===== src/rtl/rv32i_pkg.sv =====
// Shared definitions for the rv32i core: opcodes, funct codes, FSM states,
// ALU operations and memory access sizes.
package rv32i_pkg;

   localparam logic [6:0] OP_LUI    = 7'b0110111;
   localparam logic [6:0] OP_AUIPC  = 7'b0010111;
   localparam logic [6:0] OP_JAL    = 7'b1101111;
   localparam logic [6:0] OP_JALR   = 7'b1100111;
   localparam logic [6:0] OP_BRANCH = 7'b1100011;
   localparam logic [6:0] OP_LOAD   = 7'b0000011;
   localparam logic [6:0] OP_STORE  = 7'b0100011;
   localparam logic [6:0] OP_IMM    = 7'b0010011;
   localparam logic [6:0] OP_OP     = 7'b0110011;
   localparam logic [6:0] OP_FENCE  = 7'b0001111;

   localparam logic [2:0] F3_ADD  = 3'b000;
   localparam logic [2:0] F3_SLL  = 3'b001;
   localparam logic [2:0] F3_SLT  = 3'b010;
   localparam logic [2:0] F3_SLTU = 3'b011;
   localparam logic [2:0] F3_XOR  = 3'b100;
   localparam logic [2:0] F3_SR   = 3'b101;
   localparam logic [2:0] F3_OR   = 3'b110;
   localparam logic [2:0] F3_AND  = 3'b111;

   localparam logic [2:0] F3_BEQ  = 3'b000;
   localparam logic [2:0] F3_BNE  = 3'b001;
   localparam logic [2:0] F3_BLT  = 3'b100;
   localparam logic [2:0] F3_BGE  = 3'b101;
   localparam logic [2:0] F3_BLTU = 3'b110;
   localparam logic [2:0] F3_BGEU = 3'b111;

   localparam logic [6:0] F7_BASE = 7'b0000000;
   localparam logic [6:0] F7_ALT  = 7'b0100000;

   typedef enum logic [2:0] {
      S_FETCH, S_EXECUTE, S_MEM, S_WRITE, S_HALT
   } state_t;

   typedef enum logic [3:0] {
      ALU_ADD, ALU_SUB, ALU_SLL, ALU_SLT, ALU_SLTU,
      ALU_XOR, ALU_SRL, ALU_SRA, ALU_OR, ALU_AND
   } alu_op_t;

   // Matches funct3[1:0] of loads and stores; funct3[2] selects zero extension.
   typedef enum logic [1:0] {
      SZ_BYTE = 2'b00, SZ_HALF = 2'b01, SZ_WORD = 2'b10
   } mem_size_t;

endpackage


===== src/rtl/rv32i_if.sv =====
// Shared instruction/data memory port between the core (master) and memory (slave).
interface rv32i_if;
   logic [31:2] address;
   logic [31:0] memory_in;
   logic        write_enable;
   logic [31:0] memory_out;
   logic        read_capable;
   logic        write_capable;

   modport master (
      output address, memory_in, write_enable,
      input  memory_out, read_capable, write_capable
   );

   modport slave (
      input  address, memory_in, write_enable,
      output memory_out, read_capable, write_capable
   );
endinterface


===== src/rtl/rv32i_alu.sv =====
// Combinational RV32I ALU with compare flags for branch resolution.
module rv32i_alu
   import rv32i_pkg::*;
(
   input  alu_op_t     op,
   input  logic [31:0] a,
   input  logic [31:0] b,
   output logic [31:0] result,
   output logic        eq,
   output logic        lt,
   output logic        ltu
);

   assign eq  = (a == b);
   assign lt  = ($signed(a) < $signed(b));
   assign ltu = (a < b);

   always_comb begin
      result = '0;
      unique case (op)
         ALU_ADD:  result = a + b;
         ALU_SUB:  result = a - b;
         ALU_SLL:  result = a << b[4:0];
         ALU_SLT:  result = {31'd0, lt};
         ALU_SLTU: result = {31'd0, ltu};
         ALU_XOR:  result = a ^ b;
         ALU_SRL:  result = a >> b[4:0];
         ALU_SRA:  result = $unsigned($signed(a) >>> b[4:0]);
         ALU_OR:   result = a | b;
         ALU_AND:  result = a & b;
         default:  result = '0;
      endcase
   end

endmodule


===== src/rtl/rv32i_core.sv =====
// Multicycle RV32I core on a single shared word-addressed memory port.
// FETCH -> EXECUTE -> (MEM -> (WRITE)) -> FETCH; any fault parks in HALT.
module rv32i_core
   import rv32i_pkg::*;
(
   input  logic    clk,
   input  logic    rst,
   rv32i_if.master bus
);

   state_t      state_q, state_d;
   logic [31:0] pc_q, pc_d, ir_q, ir_d, ea_q, ea_d, mdr_q, mdr_d;
   logic [31:2] addr_q;
   logic [31:0] regs [32];
   logic        rd_we;
   logic [31:0] rd_wdata;

   logic [6:0]  opcode, funct7;
   logic [4:0]  rd, rs1, rs2;
   logic [2:0]  funct3;
   logic [31:0] imm_i, imm_s, imm_b, imm_u, imm_j;
   logic [31:0] rs1_val, rs2_val, alu_b, alu_result;
   logic [31:0] pc_plus4, br_target, jal_target, ea_sum, jalr_target;
   logic [31:0] ld_shift, ld_data, st_mask, st_merged;
   logic [4:0]  byte_shift;
   logic        alu_eq, alu_lt, alu_ltu;
   logic        arith_ok, br_legal, br_taken, ld_legal, st_legal, misaligned;
   alu_op_t     alu_op;

   assign opcode = ir_q[6:0];
   assign rd     = ir_q[11:7];
   assign funct3 = ir_q[14:12];
   assign rs1    = ir_q[19:15];
   assign rs2    = ir_q[24:20];
   assign funct7 = ir_q[31:25];

   assign imm_i = {{20{ir_q[31]}}, ir_q[31:20]};
   assign imm_s = {{20{ir_q[31]}}, ir_q[31:25], ir_q[11:7]};
   assign imm_b = {{19{ir_q[31]}}, ir_q[31], ir_q[7], ir_q[30:25], ir_q[11:8], 1'b0};
   assign imm_u = {ir_q[31:12], 12'd0};
   assign imm_j = {{11{ir_q[31]}}, ir_q[31], ir_q[19:12], ir_q[20], ir_q[30:21], 1'b0};

   assign rs1_val     = regs[rs1];
   assign rs2_val     = regs[rs2];
   assign alu_b       = (opcode == OP_IMM) ? imm_i : rs2_val;
   assign pc_plus4    = pc_q + 32'd4;
   assign br_target   = pc_q + imm_b;
   assign jal_target  = pc_q + imm_j;
   assign ea_sum      = rs1_val + ((opcode == OP_STORE) ? imm_s : imm_i);
   assign jalr_target = {ea_sum[31:1], 1'b0};

   rv32i_alu u_alu (
      .op     (alu_op),
      .a      (rs1_val),
      .b      (alu_b),
      .result (alu_result),
      .eq     (alu_eq),
      .lt     (alu_lt),
      .ltu    (alu_ltu)
   );

   always_comb begin
      alu_op = ALU_ADD;
      case (funct3)
         F3_ADD:  alu_op = (opcode == OP_OP && funct7[5]) ? ALU_SUB : ALU_ADD;
         F3_SLL:  alu_op = ALU_SLL;
         F3_SLT:  alu_op = ALU_SLT;
         F3_SLTU: alu_op = ALU_SLTU;
         F3_XOR:  alu_op = ALU_XOR;
         F3_SR:   alu_op = funct7[5] ? ALU_SRA : ALU_SRL;
         F3_OR:   alu_op = ALU_OR;
         default: alu_op = ALU_AND;
      endcase
   end

   // OP-IMM only constrains funct7 on shifts; elsewhere those bits are immediate.
   always_comb begin
      arith_ok = 1'b1;
      if (opcode == OP_OP)
         arith_ok = (funct7 == F7_BASE) ||
                    (funct7 == F7_ALT && (funct3 == F3_ADD || funct3 == F3_SR));
      else if (funct3 == F3_SLL)
         arith_ok = (funct7 == F7_BASE);
      else if (funct3 == F3_SR)
         arith_ok = (funct7 == F7_BASE) || (funct7 == F7_ALT);
   end

   always_comb begin
      br_legal = 1'b1;
      br_taken = 1'b0;
      case (funct3)
         F3_BEQ:  br_taken = alu_eq;
         F3_BNE:  br_taken = !alu_eq;
         F3_BLT:  br_taken = alu_lt;
         F3_BGE:  br_taken = !alu_lt;
         F3_BLTU: br_taken = alu_ltu;
         F3_BGEU: br_taken = !alu_ltu;
         default: br_legal = 1'b0;
      endcase
   end

   assign ld_legal   = (funct3[1:0] != 2'b11) && !(funct3[2] && funct3[1]);
   assign st_legal   = !funct3[2] && (funct3[1:0] != 2'b11);
   assign misaligned = (funct3[1:0] == SZ_HALF && ea_q[0]) ||
                       (funct3[1:0] == SZ_WORD && ea_q[1:0] != 2'b00);

   assign byte_shift = {ea_q[1:0], 3'b000};
   assign ld_shift   = bus.memory_out >> byte_shift;
   assign st_mask    = ((funct3[1:0] == SZ_BYTE) ? 32'h0000_00FF : 32'h0000_FFFF) << byte_shift;
   assign st_merged  = (mdr_q & ~st_mask) | ((rs2_val << byte_shift) & st_mask);

   always_comb begin
      ld_data = bus.memory_out;
      if (funct3[1:0] == SZ_BYTE)
         ld_data = {{24{!funct3[2] && ld_shift[7]}}, ld_shift[7:0]};
      else if (funct3[1:0] == SZ_HALF)
         ld_data = {{16{!funct3[2] && ld_shift[15]}}, ld_shift[15:0]};
   end

   always_comb begin
      state_d           = state_q;
      pc_d              = pc_q;
      ir_d              = ir_q;
      ea_d              = ea_q;
      mdr_d             = mdr_q;
      rd_we             = 1'b0;
      rd_wdata          = '0;
      bus.address       = pc_q[31:2];
      bus.memory_in     = '0;
      bus.write_enable  = 1'b0;
      case (state_q)
         S_FETCH: begin
            if (!bus.read_capable || pc_q[1:0] != 2'b00) begin
               state_d = S_HALT;
            end else begin
               ir_d    = bus.memory_out;
               state_d = S_EXECUTE;
            end
         end
         S_EXECUTE: begin
            state_d = S_FETCH;
            pc_d    = pc_plus4;
            case (opcode)
               OP_LUI:   begin rd_we = 1'b1; rd_wdata = imm_u; end
               OP_AUIPC: begin rd_we = 1'b1; rd_wdata = pc_q + imm_u; end
               OP_JAL: begin
                  if (jal_target[1]) state_d = S_HALT;
                  else begin rd_we = 1'b1; rd_wdata = pc_plus4; pc_d = jal_target; end
               end
               OP_JALR: begin
                  if (funct3 != 3'b000 || jalr_target[1]) state_d = S_HALT;
                  else begin rd_we = 1'b1; rd_wdata = pc_plus4; pc_d = jalr_target; end
               end
               OP_BRANCH: begin
                  if (!br_legal || (br_taken && br_target[1])) state_d = S_HALT;
                  else if (br_taken) pc_d = br_target;
               end
               OP_IMM, OP_OP: begin
                  if (!arith_ok) state_d = S_HALT;
                  else begin rd_we = 1'b1; rd_wdata = alu_result; end
               end
               OP_LOAD: begin
                  pc_d    = pc_q;
                  ea_d    = ea_sum;
                  state_d = ld_legal ? S_MEM : S_HALT;
               end
               OP_STORE: begin
                  pc_d    = pc_q;
                  ea_d    = ea_sum;
                  state_d = st_legal ? S_MEM : S_HALT;
               end
               OP_FENCE: ;
               default:  state_d = S_HALT;
            endcase
            if (state_d == S_HALT) begin
               pc_d  = pc_q;
               rd_we = 1'b0;
            end
         end
         S_MEM: begin
            bus.address = ea_q[31:2];
            if (misaligned) begin
               state_d = S_HALT;
            end else if (opcode == OP_LOAD) begin
               if (!bus.read_capable) state_d = S_HALT;
               else begin
                  rd_we = 1'b1; rd_wdata = ld_data; pc_d = pc_plus4; state_d = S_FETCH;
               end
            end else if (funct3[1:0] == SZ_WORD) begin
               if (!bus.write_capable) state_d = S_HALT;
               else begin
                  bus.write_enable = 1'b1; bus.memory_in = rs2_val;
                  pc_d = pc_plus4; state_d = S_FETCH;
               end
            end else if (bus.read_capable && bus.write_capable) begin
               mdr_d   = bus.memory_out;
               state_d = S_WRITE;
            end else begin
               state_d = S_HALT;
            end
         end
         S_WRITE: begin
            bus.address      = ea_q[31:2];
            bus.write_enable = 1'b1;
            bus.memory_in    = st_merged;
            pc_d             = pc_plus4;
            state_d          = S_FETCH;
         end
         default: begin
            bus.address = addr_q;
            state_d     = S_HALT;
         end
      endcase
   end

   always_ff @(posedge clk or posedge rst) begin
      if (rst) begin
         state_q <= S_FETCH;
         pc_q    <= '0;
         ir_q    <= '0;
         ea_q    <= '0;
         mdr_q   <= '0;
         addr_q  <= '0;
      end else begin
         state_q <= state_d;
         pc_q    <= pc_d;
         ir_q    <= ir_d;
         ea_q    <= ea_d;
         mdr_q   <= mdr_d;
         addr_q  <= bus.address;
      end
   end

   always_ff @(posedge clk or posedge rst) begin
      if (rst) begin
         for (int unsigned i = 0; i < 32; i++) regs[i] <= '0;
      end else if (rd_we && rd != 5'd0) begin
         regs[rd] <= rd_wdata;
      end
   end

endmodule


===== src/flat_wrapper.sv =====
// flat-port wrapper written by rule: the top's interface ports become plain ports
module rv32i_core_flat import rv32i_pkg::*;
  (clk, rst, bus_address, bus_memory_in, bus_write_enable, bus_memory_out, bus_read_capable, bus_write_capable);
  rv32i_if bus_i ();
  input  logic clk;
  input  logic rst;
  output wire logic [$bits(bus_i.address)-1:0] bus_address;
  output wire logic [$bits(bus_i.memory_in)-1:0] bus_memory_in;
  output wire logic [$bits(bus_i.write_enable)-1:0] bus_write_enable;
  input wire logic [$bits(bus_i.memory_out)-1:0] bus_memory_out;
  input wire logic [$bits(bus_i.read_capable)-1:0] bus_read_capable;
  input wire logic [$bits(bus_i.write_capable)-1:0] bus_write_capable;
  assign bus_address = bus_i.address;
  assign bus_memory_in = bus_i.memory_in;
  assign bus_write_enable = bus_i.write_enable;
  assign bus_i.memory_out = bus_memory_out;
  assign bus_i.read_capable = bus_read_capable;
  assign bus_i.write_capable = bus_write_capable;
  rv32i_core u_core (.clk(clk), .rst(rst), .bus(bus_i));
endmodule

===== config.mk =====
export PLATFORM = sky130hd
export DESIGN_NAME = rv32i_core_flat
export DESIGN_NICKNAME = d
export VERILOG_FILES = /design/src/rtl/rv32i_pkg.sv /design/src/rtl/rv32i_if.sv /design/src/rtl/rv32i_alu.sv /design/src/rtl/rv32i_core.sv /design/src/flat_wrapper.sv
export SDC_FILE = /design/constraint.sdc
export NUM_CORES = 2
export LEC_CHECK = 0
export ABC_AREA = 0
export CAP_MARGIN = 5
export CORE_ASPECT_RATIO = 0.9
export CORE_MARGIN = 3
export CORE_UTILIZATION = 50
export DETAILED_ROUTE_END_ITERATION = 12
export PLACE_DENSITY = 0.68
export SLEW_MARGIN = 0
export SYNTH_ARGS = -nofsm -noshare
export SYNTH_HDL_FRONTEND = slang
export SYNTH_HIERARCHICAL = 1
export SYNTH_SLANG_ARGS = --single-unit

===== constraint.sdc =====
create_clock -name clk -period 40 [get_ports clk]
set_input_delay 6 -clock clk [delete_from_list [all_inputs] [get_ports clk]]
set_output_delay 6 -clock clk [all_outputs]
set_load 0.01 [all_outputs]

==> results.yml <==
outcome:
  outcome: "finished, violations left"
  violations: "DRC"
critical_path:
  regToRegStartpoint: "u_core/ir_q[20]$_DFFE_PP0P_"
  cp.required_ns: 34.00
  worstPathArrival_ns: 8.71
  rrSetupSlack_ns: 28.27
  cp-start-kind: "primary input"
  startpoint: "bus_write_capable"
  endpoint_kind: "output port"
  path_class: "in2out"
  critPathMaxFanout: 33
place:
  port_buffers: 98
  gp_congestion: 1.06
  post-dp-hpwl_mm: 195
final_layout:
  final_cell_mix: "1219 x nand2_1, 1170 x dfrtp_1, 949 x o21ai_0"
  area_growth_pct: 8.95
  fill_cells: 12826
  drive_above_1_share: 0.179
  fin_util: 0.551
  layout_commonest_cell: "nand2_1"
  register_area_mm2: 0.0297
  multiInputGateArea_mm2: 0.0429
  fin_nets: 7399
power_and_ir_drop:
  powerDensity_mw_per_mm2: 32.1
  leakagePower_nw: 33.3
  switching_share: 0.257
  switching_power_w: 0.000677
  p_clk_frac: 0.466
  pwr-share-comb: 0.075
  irDropWorstVdd_v: 0.0000420
  seq_power_share: 0.459
  p_int_w: 0.00196
synth:
  yosysSeqAreaShare: 0.393
  yosys.area_share.adder: 0.0324
  synthDistinctLibCells: 106
  synthXorXnorAreaFrac: 0.0135
  ys_seq_elements: 1184
  synth_edf_count: 0
  synthMuxAreaShare: 0.236
  synth_compound_area_frac: 0.169
  synth_cells: 7496
  yosys.area_share.simple: 0.112
  synthFlopType: "dfrtp_1"
  syn_nets: 7724
  yosys_warnings: 6
  synth_top_family_by_area: "multiplexers"
  syn_area_mm2: 0.0754
  async_flop_share: 1.00
  syn_avg_cell_area_um2: 10.1
routing:
  drc: 1
  viasPerCell: 6.90
  num_vias: 63815
  drt-total-wl_mm: 295
  drt_iter0_drc: 9167
  antenna_left: 0
  wl_per_cell_um: 31.9
  first_pass_iters: 12
die:
  core_mm2: 0.149
  fp-row-count: 134
  die_area_mm2: 0.156
  ios: 99
  start_util: 0.506
  die_w_um: 415
  die_h_um: 374
sta:
  setup_viol: 0
  rsz0062_at_grt: "no"
  fmax_mhz: 68.0
  fin_setup_tns_ns: 0
  post-route-period-util: 0.368
  drv_slew: 0
  hold_viol_final: 0
  skew_ns: 0.0436
  slew_headroom: 0.0387
  max_slew.worst_pin.slew_ns: 1.40
  layout_min_cycle_time_ns: 14.71
cts:
  cts-resized-gates: 0
  cts_max_level: 4
  cts_setup_buffers: 0
  cts_root_buf: "clkbuf_16"
  cts_tree: "built"
  clock-sinks: 1184
  cts_hold_buf: 0
  path_clk_slew_ns: 0.06
  clk_latency_ns: 0.80
  cts_made_buffers: 132
  cts_buffer_depth: 3
global_route:
  grt_max_degree: 193
  grtUsageTotal: 0.377
  overflow: 0
  grt_pass1_vias: 61356
  antenna_found_initial: 16
  grt_first_pass_wirelength_mm: 430
hold_path:
  worstHoldPathType: "reg2reg"
  min_from: "u_core/regs[1018]$_DFFE_PP0P_"
job:
  drv_cap: 0
## critical path, stage by stage
cell	delay, ns
clkdlybuf4s50_1	0.47
inv_1	0.10
a31o_2	0.25
nor3_1	0.18
nand2_1	0.09
buf_4	0.28
o21ai_0	0.65
clkdlybuf4s50_1	0.68
## worst paths after layout
check	to	cells past startpoint
max in group asynchronous	u_core/regs[563]$_DFFE_PP0P_	6
max	bus_memory_in[23]	8
max reg2reg	u_core/pc_q[13]$_DFFE_PP0P_	27
min reg2reg	u_core/regs[1018]$_DFFE_PP0P_	0
min in group asynchronous	u_core/ea_q[30]$_DFFE_PP0P_	2
min	u_core/regs[1018]$_DFFE_PP0P_	0
## synth_stat cells, drive strengths merged, types with 65 or more instances
cell type / instances / area [um^2]
mux2: 127 / 1430
xnor2: 79 / 692
nand2: 1250 / 4690
ha: 186 / 2330
buf: 124 / 559
o22ai: 65 / 407
dfrtp: 1184 / 29600
a21oi: 408 / 2050
nor3: 66 / 340
clkbuf: 597 / 2310
nor2: 421 / 1580
mux4: 671 / 15100
o21ai: 1227 / 6140
inv: 137 / 514
mux2i: 125 / 1250
## registers in the layout (all words and copies together), names as in the netlist
signal          flops
u_core/regs      1024
u_core/ea_q        32
u_core/ir_q        32
u_core/mdr_q       32
u_core/pc_q        31
u_core/addr_q      30
u_core/state_q      3
## cell families after synthesis
family,after synthesis
multiplexers,923
AO/OA/AOI/OAI,2201
adder cells (fa/ha/maj),192
AND/OR/NAND/NOR,2019
flip-flops,1184
buffers and inverters,861
XOR/XNOR,116
## metal layers
layer	vias up	global-route usage	part of all wire
li1	26955	-	-
met1	32086	0.513	0.39
met2	3933	0.541	0.43
met3	837	0.109	0.12
met4	4	0.214	0.067
met5	-	0	0.000095
## power groups by stage
stage / sequential, W / clock [W] / combinational [W]
floorplan: 0.00123 / 0 / 0.000131
global placement: 0.00123 / 0 / 0.000195
detailed placement: 0.00123 / 0 / 0.000195
CTS: 0.00121 / 0.00124 / 0.000196
global route: 0.00121 / 0.00129 / 0.000209
finish: 0.00121 / 0.00123 / 0.000199
## cell type report
class                      instances  share of cell area
multi-input combinational       5451               0.523
antenna                            9            0.000274
sequential                      1184               0.361
timing repair buffer             262              0.0272
inverter                         140             0.00649
clock buffer                     185              0.0456
tap                             1972              0.0300
clock inverter                    44             0.00676
## stage by stage
step / total power, W / setup WS (ns) / cells / area (um^2) / hold slack, ns
floorplan: 0.00136 / 0.647 / 7496 / 75400 / 0.441
global placement: 0.00143 / 25.26 / 9009 / 77900 / 0.376
detailed placement: 0.00143 / 25.30 / 9009 / 77900 / 0.383
CTS: 0.00265 / 25.30 / 9238 / 82200 / 0.396
global route: 0.00271 / 25.25 / 9238 / 82200 / 0.406
finish: 0.00264 / 25.29 / 9247 / 82200 / 0.393
No activity file was read; power rests on OpenSTA's default activity.
